### config.mk
export PLATFORM = sky130hd
export DESIGN_NAME = branch_resolver
export DESIGN_NICKNAME = d
export VERILOG_FILES = /design/src/rtl/bp_pkg.sv /design/src/rtl/bp_fifo.sv /design/src/rtl/branch_resolver.sv
export SDC_FILE = /design/constraint.sdc
export NUM_CORES = 1
export LEC_CHECK = 0
export ABC_AREA = 1
export BUFFER_PORTS_ARGS = -buffer_cell sky130_fd_sc_hd__buf_4
export CAP_MARGIN = 30
export CORE_UTILIZATION = 62
export DETAILED_ROUTE_END_ITERATION = 8
export GPL_ROUTABILITY_DRIVEN = 0
export PLACE_DENSITY = 0.94
export SLEW_MARGIN = 20
export SYNTH_ARGS = -nofsm -noshare
export SYNTH_HDL_FRONTEND = slang
export SYNTH_SLANG_ARGS = --single-unit
### constraint.sdc
create_clock -name clk -period 4.85 [get_ports clk]
set_clock_uncertainty 0.05 [all_clocks]
set_input_delay 0.97 -clock clk [delete_from_list [all_inputs] [get_ports clk]]
set_output_delay 0.97 -clock clk [all_outputs]
set_load 0.05 [all_outputs]
### src/rtl/bp_pkg.sv
// Shared definitions for the branch-predictor pipeline companion.
// Holds the default sizing parameters, the predictor's outcome encoding, and
// a saturating-increment helper used by the statistics counters.
package bp_pkg;

  localparam int unsigned DEPTH_DEFAULT = 8;
  localparam int unsigned CNT_W_DEFAULT = 16;

  // Predictor outcome encoding
  localparam logic PRED_TAKEN     = 1'b1;
  localparam logic PRED_NOT_TAKEN = 1'b0;

  // Increment val, holding at the all-ones value of a width-bit counter.
  // Works on a 32-bit carrier; callers truncate to their own width.
  function automatic logic [31:0] sat_inc(input logic [31:0] val, input int unsigned width);
    logic [31:0] max_val;
    max_val = (width >= 32) ? 32'hFFFF_FFFF : ((32'd1 << width) - 32'd1);
    return (val >= max_val) ? max_val : val + 32'd1;
  endfunction

endpackage

### src/rtl/bp_fifo.sv
// 1-bit-wide synchronous FIFO holding in-flight branch predictions.
// Ports:
//   clk, rst_n         clock, async active-low reset
//   push, push_data    write one prediction at the tail
//   pop                drop the head entry
//   head               current head value (valid when !empty)
//   count              number of stored entries (0..DEPTH)
//   full, empty        status flags
// Push and pop in the same cycle are both honoured, including when full.
module bp_fifo #(
  parameter int unsigned DEPTH = 8,
  parameter int unsigned AW    = $clog2(DEPTH)
) (
  input  logic          clk,
  input  logic          rst_n,
  input  logic          push,
  input  logic          push_data,
  input  logic          pop,
  output logic          head,
  output logic [AW:0]   count,
  output logic          full,
  output logic          empty
);

  localparam logic [AW:0] FULL_CNT = (AW + 1)'(DEPTH);

  logic [DEPTH-1:0] mem_q;
  logic [AW-1:0]    wr_ptr_q, rd_ptr_q;
  logic [AW:0]      count_q, count_d;
  logic             do_push, do_pop;

  assign empty   = (count_q == '0);
  assign full    = (count_q == FULL_CNT);
  assign do_pop  = pop & ~empty;
  // A full FIFO still accepts a push when the head leaves in the same cycle
  assign do_push = push & (~full | do_pop);
  assign head    = mem_q[rd_ptr_q];
  assign count   = count_q;

  always_comb begin
    count_d = count_q;
    unique case ({do_push, do_pop})
      2'b10:   count_d = count_q + (AW + 1)'(1);
      2'b01:   count_d = count_q - (AW + 1)'(1);
      default: count_d = count_q;
    endcase
  end

  always_ff @(posedge clk or negedge rst_n) begin
    if (!rst_n) begin
      mem_q    <= '0;
      wr_ptr_q <= '0;
      rd_ptr_q <= '0;
      count_q  <= '0;
    end else begin
      if (do_push) begin
        mem_q[wr_ptr_q] <= push_data;
        wr_ptr_q        <= wr_ptr_q + AW'(1);
      end
      if (do_pop) begin
        rd_ptr_q <= rd_ptr_q + AW'(1);
      end
      count_q <= count_d;
    end
  end

endmodule

### src/rtl/branch_resolver.sv
// Pipeline-side companion to the 2-bit saturating-counter branch predictor.
// Issues predictor lookups for fetched branches, queues the returned
// predictions in order, and on each resolve compares the oldest prediction
// with the real outcome, trains the predictor and keeps accuracy statistics.
// Ports:
//   clk, rst_n                 clock, async active-low reset
//   br_fetch / fetch_ready     fetch offers a branch / one may be accepted
//   br_resolve, br_taken       execute resolves the oldest branch, real outcome
//   pred_request               predictor lookup (same cycle as accept)
//   pred_prediction            predictor answer, valid the cycle after request
//   pred_result, pred_taken    predictor training strobe and outcome
//   mispredict, pred_out       registered result of the branch just resolved
//   resolve_err                sticky: resolve with nothing in flight
//   total_cnt, miss_cnt        saturating statistics
module branch_resolver
  import bp_pkg::*;
#(
  parameter int unsigned DEPTH = DEPTH_DEFAULT,
  parameter int unsigned CNT_W = CNT_W_DEFAULT
) (
  input  logic             clk,
  input  logic             rst_n,
  input  logic             br_fetch,
  output logic             fetch_ready,
  input  logic             br_resolve,
  input  logic             br_taken,
  output logic             pred_request,
  input  logic             pred_prediction,
  output logic             pred_result,
  output logic             pred_taken,
  output logic             mispredict,
  output logic             pred_out,
  output logic             resolve_err,
  output logic [CNT_W-1:0] total_cnt,
  output logic [CNT_W-1:0] miss_cnt
);

  localparam int unsigned AW       = $clog2(DEPTH);
  localparam logic [AW:0] FULL_CNT = (AW + 1)'(DEPTH);

  logic             pend_q, pend_d;
  logic             mispredict_q, mispredict_d;
  logic             pred_out_q, pred_out_d;
  logic             resolve_err_q, resolve_err_d;
  logic [CNT_W-1:0] total_q, total_d, miss_q, miss_d;
  logic [31:0]      total_inc, miss_inc;

  logic        fifo_head, fifo_full, fifo_empty, fifo_push, fifo_pop;
  logic [AW:0] fifo_count;
  logic [AW:0] occ;
  logic        accept, res_valid, use_bypass, pred_sel;

  // In-flight branches: captured entries plus the one awaiting its prediction
  assign occ        = fifo_count + (AW + 1)'(pend_q);
  assign res_valid  = br_resolve & (occ != '0);
  // At full occupancy a resolve frees a slot in the same cycle
  assign fetch_ready = (occ != FULL_CNT) | br_resolve;
  assign accept      = br_fetch & fetch_ready;
  // Empty FIFO with something in flight means the pending lookup is the oldest
  assign use_bypass  = res_valid & fifo_empty;
  assign pred_sel    = fifo_empty ? pred_prediction : fifo_head;

  assign fifo_pop  = res_valid & ~fifo_empty;
  assign fifo_push = pend_q & ~use_bypass;

  assign pred_request = accept;
  assign pred_result  = res_valid;
  assign pred_taken   = res_valid ? br_taken : PRED_NOT_TAKEN;

  bp_fifo #(
    .DEPTH (DEPTH)
  ) u_fifo (
    .clk       (clk),
    .rst_n     (rst_n),
    .push      (fifo_push),
    .push_data (pred_prediction),
    .pop       (fifo_pop),
    .head      (fifo_head),
    .count     (fifo_count),
    .full      (fifo_full),
    .empty     (fifo_empty)
  );

  assign total_inc = sat_inc(32'(total_q), CNT_W);
  assign miss_inc  = sat_inc(32'(miss_q), CNT_W);

  always_comb begin
    pend_d        = accept;
    mispredict_d  = 1'b0;
    pred_out_d    = pred_out_q;
    resolve_err_d = resolve_err_q;
    total_d       = total_q;
    miss_d        = miss_q;
    if (res_valid) begin
      mispredict_d = (pred_sel != br_taken);
      pred_out_d   = pred_sel;
      total_d      = total_inc[CNT_W-1:0];
      if (pred_sel != br_taken) begin
        miss_d = miss_inc[CNT_W-1:0];
      end
    end else if (br_resolve) begin
      resolve_err_d = 1'b1;
    end
  end

  always_ff @(posedge clk or negedge rst_n) begin
    if (!rst_n) begin
      pend_q        <= 1'b0;
      mispredict_q  <= 1'b0;
      pred_out_q    <= 1'b0;
      resolve_err_q <= 1'b0;
      total_q       <= '0;
      miss_q        <= '0;
    end else begin
      pend_q        <= pend_d;
      mispredict_q  <= mispredict_d;
      pred_out_q    <= pred_out_d;
      resolve_err_q <= resolve_err_d;
      total_q       <= total_d;
      miss_q        <= miss_d;
    end
  end

  assign mispredict  = mispredict_q;
  assign pred_out    = pred_out_q;
  assign resolve_err = resolve_err_q;
  assign total_cnt   = total_q;
  assign miss_cnt    = miss_q;

  logic unused_full;
  assign unused_full = fifo_full;

endmodule
# Word level (Yosys, flattened, before mapping)

Index checks and enable logic that the tools add are counted.

$lt $le $gt $ge: 5
Multiply operators: 0
Equality and inequality tests: 5
Divide/modulo/power cells: 0
Add/sub/neg operators: 7
Muxes and demuxes: 11
Shift-type cells: 0
Bitwise logic cells: 13
Reductions and logical operators: 6

Operators by type and width:

| kind                  | count |
|---|---|
| $add 16x1->16 const B | 2 |
| $ge 16x16->1 const B  | 2 |
| $mux 16               | 2 |
| $bwmux 8              | 1 |
| $lt 3x4->1 const B    | 2 |
| $pmux 4 s2            | 1 |
| $and 1x1->1           | 7 |
| $add 3x1->3 const B   | 2 |
| $mux 1                | 5 |
| $add 4x1->4           | 1 |
| $add 4x1->4 const B   | 1 |
| $eq 4x4->1 const B    | 1 |
| $logic_not 4->1       | 1 |
| $ne 4x4->1 const B    | 1 |
| $not 1->1             | 4 |
| $reduce_and 2->1      | 2 |
| $reduce_bool 4->1     | 1 |
| $sub 4x1->4 const B   | 1 |
| $bmux 1 s3            | 1 |
| $demux 1 s3           | 1 |
| $ge 3x1->1 const B    | 1 |
| $eq 2x1->1 const B    | 1 |
| $eq 2x2->1 const B    | 1 |
| $or 1x1->1            | 2 |
| other kinds (3)       | 3 |

Bits in latches: 0
Output and inout bits: 39
Bits in writable memories: 0
Register bits after elaboration: 54
Memories: 0
ROM bits: 0

# Depth between registers and ports, before layout

Gate-level depths: netlist of run 1.

Depth in word-level cells: 9
Depth in mapped cells: 18
Mapped depth without buffers: 18

# Cells and area by module

From an unflattened synthesis of run 1, not the netlist that was laid out.

Cells, all modules: 497
Area, all modules: 3538.4 um2

Modules (own cells, without submodules):

| module          | area each (um2) | instances | cells each |
|---|---|---|---|
| branch_resolver | 2414.8          | 1         | 350 |
| bp_fifo         | 1123.6          | 1         | 147 |

# Worst setup path before layout of run 1

OpenSTA, ideal clock, no wires.

Path kind: reg2out
From: register u_fifo.count_q[0], in the netlist u_fifo.count[0]
To: output port pred_request
Path slack: 1666 ps
Buffers on the path: 0
Data arrival time: 2164 ps
Cell stages (with the launch flop): 8
Cells stage by stage: dfrtp_1 ha_1 ha_1 nor2_1 nand2_1 nor2_2 nand4_1 and2_1

Cells in the longest elaborated chain, start to end: 4

Ends and longest elaborated chain:

| element                | RTL line              | text |
|---|---|---|
| start, declared        | bp_fifo.sv:29         | `logic [AW:0] count_q, count_d;` |
| start signal, assigned | bp_fifo.sv:63         | `count_q <= count_d;` |
| $add 4x1->4            | branch_resolver.sv:54 | `assign occ = fifo_count + (AW + 1)'(pend_q);` |
| $ne 4x4->1             | branch_resolver.sv:57 | `assign fetch_ready = (occ != FULL_CNT) \| br_resolve;` |
| $or 1x1->1             | branch_resolver.sv:57 |  |
| via fetch_ready        | branch_resolver.sv:24 | `output logic fetch_ready,` |
| $and 1x1->1            | branch_resolver.sv:58 | `assign accept = br_fetch & fetch_ready;` |
| end, declared          | branch_resolver.sv:27 | `output logic pred_request,` |

The timed path passes the listed nets, and every way through them passes these cells.

# Final worst setup path of run 1

From: register u_fifo.count_q[0], in the netlist u_fifo.count[0]
To: output port pred_result

Cells in the longest elaborated chain, start to end: 3

Ends and longest elaborated chain:

| element           | RTL line              | text |
|---|---|---|
| $add 4x1->4       | branch_resolver.sv:54 |  |
| $reduce_bool 4->1 | branch_resolver.sv:55 | `assign res_valid = br_resolve & (occ != '0);` |
| $and 1x1->1       | branch_resolver.sv:55 |  |
| end, declared     | branch_resolver.sv:29 | `output logic pred_result,` |

Every way passes these cells.

==> results.cfg, run 1 <==
[global_routing]
grt_pass1_vias = 3040
grt_max_degree = 55
grt_pass1_wl_um = 13000
overflow = 0
antenna_found_initial = 0
grt.total_usage = 0.292

[power]
power_density_mw_per_mm2 = 576
p_leak_nw = 1.92
combPwrFrac = 0.513
ir_drop_mv = 0.464
switching_share = 0.500
cell_internal_pwr_mw = 1.10
pwr-share-seq = 0.347
switchingPower_mw = 1.10
clockPowerShare = 0.141

[synth]
synth_nets = 473
yosysWarnings = 0
synth_top_cell_area_share = 0.401
yosys-top-cells-area = dfrtp_1, nand2_1, nand3_1, inv_1, nand4_1
ys_seq_elements = 54
synth_edf_count = 0
yosysTopAreaCell = dfrtp_1
yosysMostFrequentCell = nand2_1
yosysSeqAreaShare = 0.401
async_flop_share = 1.00
yosysUniqueCellTypes = 34
netlist_area_mm2 = 0.00337
syn_avg_cell_area_um2 = 7.35
ys_dominant_reg_cell = dfrtp_1
syn-instance-count = 458
synth_common_cells = nand2_1, dfrtp_1, inv_1

[run_status]
violations = DRC
status = finished, violations left

[setup_path]
reg2reg_depth = 17
path_common_cell = ha_1
critical_path.max_stage_delay_ns = 0.44
arrival_ns = 2.44
critPathRequiredTime_ns = 3.83
worstSetupPathType = flop to output port
start_kind = flop
cp_slowest_cell = dfrtp_1
worstReg2RegEnd = u_fifo.count[3]$_DFFE_PN0P_
r2r-start = u_fifo.count[0]$_DFFE_PN0P_
cp_cell_sequence = ha_1 -> ha_1 -> nor2_1 -> nand2_1 -> nor2_2 -> nand2_2 -> nand2_4 -> inv_2 -> buf_4
r2r_setup_slack_ns = 2.03
cp_num_buf_inv = 2
crit_path_end_kind = output port
worst-path-max-fanout = 36
crit_family = buffers and inverters

[finish]
stdcell_count = 569
drive_gt1_frac = 0.142
area_delta_synth_final_pct = 13.7
n_antenna_cell = 0
fin_util = 0.740
nNetsFinal = 514

[hold_path]
holdPathStages = 2
worst_hold_path_type = flop to flop
hold_start = u_fifo.mem_q[6]$_DFFE_PN0P_
min_to = u_fifo.mem_q[6]$_DFFE_PN0P_

[clock_network]
cts_buffers = 5
cts_tree = yes
cts.sinks = 54
clock_latency_ns = 0.31
htreeDepth = 2
cts_root_buffer = clkbuf_8
cts-resized-gates = 0
cts.path.max_buffers = 2
cts_setup_buffers = 0
hold_buffers = 0
clkTransAtPathRegs_ns = 0.09

[sta]
rsz0062_at_grt = false
tightestPinTransition_ns = 0.890
min_period_ns = 3.46
hold_violations = 0
slew_headroom = 0.407
max_freq_ghz = 0.289
worst_slack_ns = 1.39
min_period_over_period = 0.714
setup_violations = 0
slew_viol_final = 0
setup-tns-final_ns = 0

[routing]
drc = 1
wl_per_cell_um = 13.5
via_count = 3297
drtAntennaViolNets = 0
dr.pass1.iters = 7
drt-initial-drc-count = 371
drt-total-wl_um = 7700
vias_per_cell = 5.79

[place]
port_buffers = 44
dp_hpwl_um = 5370
placed_cells = 562
preCtsSetupSlack_ns = 1.75

[floorplan]
die_h_um = 75.7
dieArea_mm2 = 0.00573
start_util = 0.651
io-pin-count = 45
row_count = 26
die_w_um = 75.7
core_region_area_mm2 = 0.00517

[run]
cap_violations = 0
cells in the final DEF, fill, tap and decap left out, types with 2 or more instances in the layout:
| cell type | instances |
|---|---|
| nor2_1 | 32 |
| inv_2 | 2 |
| nand2_4 | 2 |
| xor2_1 | 9 |
| inv_1 | 53 |
| buf_4 | 44 |
| clkbuf_8 | 6 |
| a21oi_1 | 2 |
| nand3_2 | 5 |
| nand2_2 | 2 |
| and2_1 | 2 |
| nor3_1 | 14 |
| or2_2 | 3 |
| xnor2_1 | 5 |
| nand3_1 | 50 |
| nand2_1 | 143 |
| ha_1 | 8 |
| nand3b_1 | 2 |
| dfrtp_1 | 54 |
| o21ai_0 | 20 |
| nand4_1 | 29 |
tightest hold or removal path, cell delays in order (launching register included):
cell,delay (ns)
dfrtp_1,0.35
nand2_1,0.05
nand2_1,0.05
area by class of cell:
cell class / instances / area (um^2)
Multi-Input combinational cell: 339 / 1740
Sequential cell: 54 / 1350
Fill cell: 388 / 1350
Timing Repair Buffer: 44 / 330
Inverter: 55 / 206
Tap cell: 70 / 87.6
Clock buffer: 6 / 82.6
Clock inverter: 1 / 30.0
state kept, by name, indices dropped and copies added, names as in the netlist, 3 cells and up:
signal,count
total_cnt,16
u_fifo.rd_ptr_q,3
u_fifo.mem_q,8
u_fifo.count,4
miss_cnt,16
u_fifo.wr_ptr_q,3
per-stage QoR:
| step | hold slack, ns | cell area (um^2) | power (mW) |
|---|---|---|---|
| 5_1_grt | 0.456 | 3830 | 2.37 |
| 6_report | 0.430 | 3830 | 2.21 |
| 3_3_place_gp | 0.407 | 3710 | 1.83 |
| 4_1_cts | 0.432 | 3830 | 2.21 |
| 3_5_place_dp | 0.408 | 3710 | 1.89 |
| 2_1_floorplan | 0.391 | 3370 | 1.61 |
worst max path at each step:
stage	to	cells past startpoint	startpoint	slack [ns]
floorplan	pred_request	7	u_fifo.count[0]$_DFFE_PN0P_	1.67
global placement	pred_result	9	u_fifo.count[0]$_DFFE_PN0P_	1.85
detailed placement	pred_result	9	u_fifo.count[0]$_DFFE_PN0P_	1.75
CTS	pred_result	9	u_fifo.count[0]$_DFFE_PN0P_	1.41
global route	pred_result	9	u_fifo.count[0]$_DFFE_PN0P_	1.23
finish	pred_result	9	u_fifo.count[0]$_DFFE_PN0P_	1.39
logic make-up (layout without fill, tap and decap cells):
kind of cell    after synthesis  count (layout)  share of synthesized area
compound gates               25              25                     0.0394
xor+xnor                     15              15                     0.0413
fa+ha+maj                     9               9                     0.0357
buf+inv                      65             106                     0.0821
flops                        54              54                      0.401
simple gates                290             290                      0.400
power by group through the flow:
stage / Clock [mW] / Combinational [mW] / Sequential [mW]
floorplan: 0 / 0.633 / 0.975
global placement: 0 / 1.07 / 0.760
detailed placement: 0 / 1.12 / 0.767
CTS: 0.315 / 1.13 / 0.759
global route: 0.329 / 1.26 / 0.787
finish: 0.310 / 1.13 / 0.765
metal layers:
| metal | track usage | part of all wire | vias to the layer above |
|---|---|---|---|
| met1 | 0.372 | 0.43 | 1545 |
| met2 | 0.498 | 0.49 | 156 |
| met3 | 0.0516 | 0.061 | 20 |
| met5 | 0 | 0 | - |
| li1 | - | - | 1576 |
| met4 | 0.109 | 0.019 | 0 |
Note: power is estimated with default switching activity, not from simulation.
==> run 2: changes to the inputs <==
- ABC_AREA: 1 -> 0
- CORE_UTILIZATION: 62 -> 57
- PLACE_DENSITY: 0.94 -> 0.89
- clock period: 4.85 -> 3.5 ns (I/O delays scaled with it)
==> run 2 against run 1 <==
  * The run now ends clean
  * Die area down 5.0%
  * Worst hold slack worse by 0.065 ns
  * Design area down 11%
  * Synthesized area down 13%
  * Sequential share of layout area up 4.5 points
  * Register-to-register slack worse by 1.8 ns
  * Non-clock buffer count up 2
  * Clock power up 5%
  * Core utilization down 3.9 points
  * Via count down 26%
  * Combinational power up 27%
  * Final cell count down 28%
  * Critical endpoint unchanged
  * Highest routed layer unchanged
==> results.cfg, run 2 <==
[floorplan]
die_h_um = 73.8
row_count = 25
die_w_um = 73.8
start_util = 0.606
dieArea_mm2 = 0.00544
io-pin-count = 45
core_region_area_mm2 = 0.00485

[setup_path]
path_common_cell = ha_1
critical_path.max_stage_delay_ns = 0.49
r2r_setup_slack_ns = 0.18
arrival_ns = 2.63
crit_path_end_kind = output port
reg2reg_depth = 13
worstSetupPathType = flop to output port
cp_cell_sequence = ha_1 -> ha_1 -> xor2_1 -> or3_1 -> o21ai_1 -> buf_6 -> inv_4 -> buf_4
worst-path-max-fanout = 21
start_kind = flop
worstReg2RegEnd = u_fifo.count[3]$_DFFE_PN0P_
cp_slowest_cell = dfrtp_2
critPathRequiredTime_ns = 2.75
r2r-start = pend_q$_DFF_PN0_

[finish]
stdcell_count = 409
fin_util = 0.701
nNetsFinal = 357
final_cell_mix = dfrtp_1, buf_4, nand2_1, nor2_1, a21oi_1
area_delta_synth_final_pct = 15.7
layout_commonest_cell = dfrtp_1
post-route-cell-area_mm2 = 0.00340
drive_gt1_frac = 0.187
n_antenna_cell = 0

[sta]
slew_viol_final = 0
max_freq_ghz = 0.296
min_period_ns = 3.38
fin_hold_ws_ns = 0.365
setup_violations = 0
rsz0062_at_grt = false
hold_violations = 0
min_period_over_period = 0.965
setup-tns-final_ns = 0
tightestPinTransition_ns = 0.673
worst_slack_ns = 0.124
slew_headroom = 0.551

[power]
combPwrFrac = 0.509
p_leak_nw = 1.58
power_mw = 2.83
cell_internal_pwr_mw = 1.49
switchingPower_mw = 1.33
clockPowerShare = 0.116
ir_drop_mv = 0.750
switching_share = 0.472
pwr-share-seq = 0.376
power_density_mw_per_mm2 = 832

[synth]
synth_edf_count = 0
yosysWarnings = 0
netlist_area_mm2 = 0.00294
yosys-top-cells-area = dfrtp_1, mux2_1, nand2_1, ha_1, xnor2_1
yosysSeqAreaShare = 0.460
yosysMostFrequentCell = dfrtp_1
synth_nets = 312
synth_top_cell_area_share = 0.460
yosysTopAreaCell = dfrtp_1
synth_common_cells = dfrtp_1, nand2_1, nor2_1
syn_avg_cell_area_um2 = 9.89
ys_seq_elements = 54
syn-instance-count = 297
yosysUniqueCellTypes = 50
ys_dominant_reg_cell = dfrtp_1
async_flop_share = 1.00

[run_status]
status = complete, no violations

[routing]
drt-initial-drc-count = 179
vias_per_cell = 5.97
drc = 0
drt-total-wl_um = 6370
drtAntennaViolNets = 0
dr.pass1.iters = 4
wl_per_cell_um = 15.6
via_count = 2441

[global_routing]
grt_max_degree = 55
grt.total_usage = 0.257
grt_pass1_vias = 2193
overflow = 0
antenna_found_initial = 0
grt_pass1_wl_um = 10500

[clock_network]
cts_buffers = 5
cts_setup_buffers = 0
hold_buffers = 0
cts.path.max_buffers = 2
cts_tree = yes
cts_root_buffer = clkbuf_8
clock_latency_ns = 0.31
clkTransAtPathRegs_ns = 0.09
cts-resized-gates = 0
cts.sinks = 54
htreeDepth = 2

[place]
preCtsSetupSlack_ns = 0.300
port_buffers = 44
placed_cells = 402
dp_hpwl_um = 4550
dpl_cell_area_mm2 = 0.00332

[run]
cap_violations = 0

[hold_path]
worst_hold_path_type = input port to async pin
-- run 2: power groups by stage --
stage / Combinational [mW] / Sequential [mW] / Clock (mW)
6_report: 1.44 / 1.06 / 0.327
5_1_grt: 1.56 / 1.09 / 0.361
4_1_cts: 1.44 / 1.06 / 0.333
3_5_place_dp: 1.43 / 1.07 / 0
3_3_place_gp: 1.36 / 1.06 / 0
2_1_floorplan: 0.851 / 1.27 / 0
-- run 2: area by class of cell --
type | instances | area (um^2)
Tap cell | 67 | 83.8
Timing Repair Buffer | 46 | 349
Sequential cell | 54 | 1350
Fill cell | 356 | 1450
Multi-Input combinational cell | 224 | 1490
Clock buffer | 7 | 76.3
Inverter | 11 | 43.8
-- run 2: worst max-delay path: cells and delay by family (launching register included) --
family,cells,cell delay (ns)
simple gates,1,0.38
compound gates,1,0.28
fa+ha+maj,2,0.45
xor+xnor,1,0.18
buf+inv,3,0.55
flops,1,0.49
-- run 2: worst max-delay path by stage --
stage	startpoint	endpoint	slack (ns)	cells past startpoint
floorplan	u_fifo.count[0]$_DFFE_PN0P_	pred_request	0.43	6
global placement	pend_q$_DFF_PN0_	u_fifo.count[3]$_DFFE_PN0P_	0.52	13
detailed placement	pend_q$_DFF_PN0_	u_fifo.count[3]$_DFFE_PN0P_	0.30	13
CTS	pend_q$_DFF_PN0_	pred_result	0.1	8
global route	pend_q$_DFF_PN0_	pred_result	0.02	8
finish	pend_q$_DFF_PN0_	pred_result	0.12	8
-- run 2: layer usage --
metal,vias up,wire (um),track usage
met3,12,369,0.0590
met5,-,0,0
met4,0,101,0.111
met1,1170,2760,0.343
met2,93,3130,0.401
li1,1166,-,-
-- run 2: logic make-up (layout without fill, tap and decap cells) --
logic type	count (synthesis)	in the layout	synth area share
buffers and inverters	19	64	0.0315
AOI/OAI and AO/OA	51	51	0.118
DFF	54	54	0.460
adders and majority gates	9	9	0.0409
and+or+nand+nor	127	127	0.217
muxes	20	20	0.0796
xor gates and xnor gates	17	17	0.0532
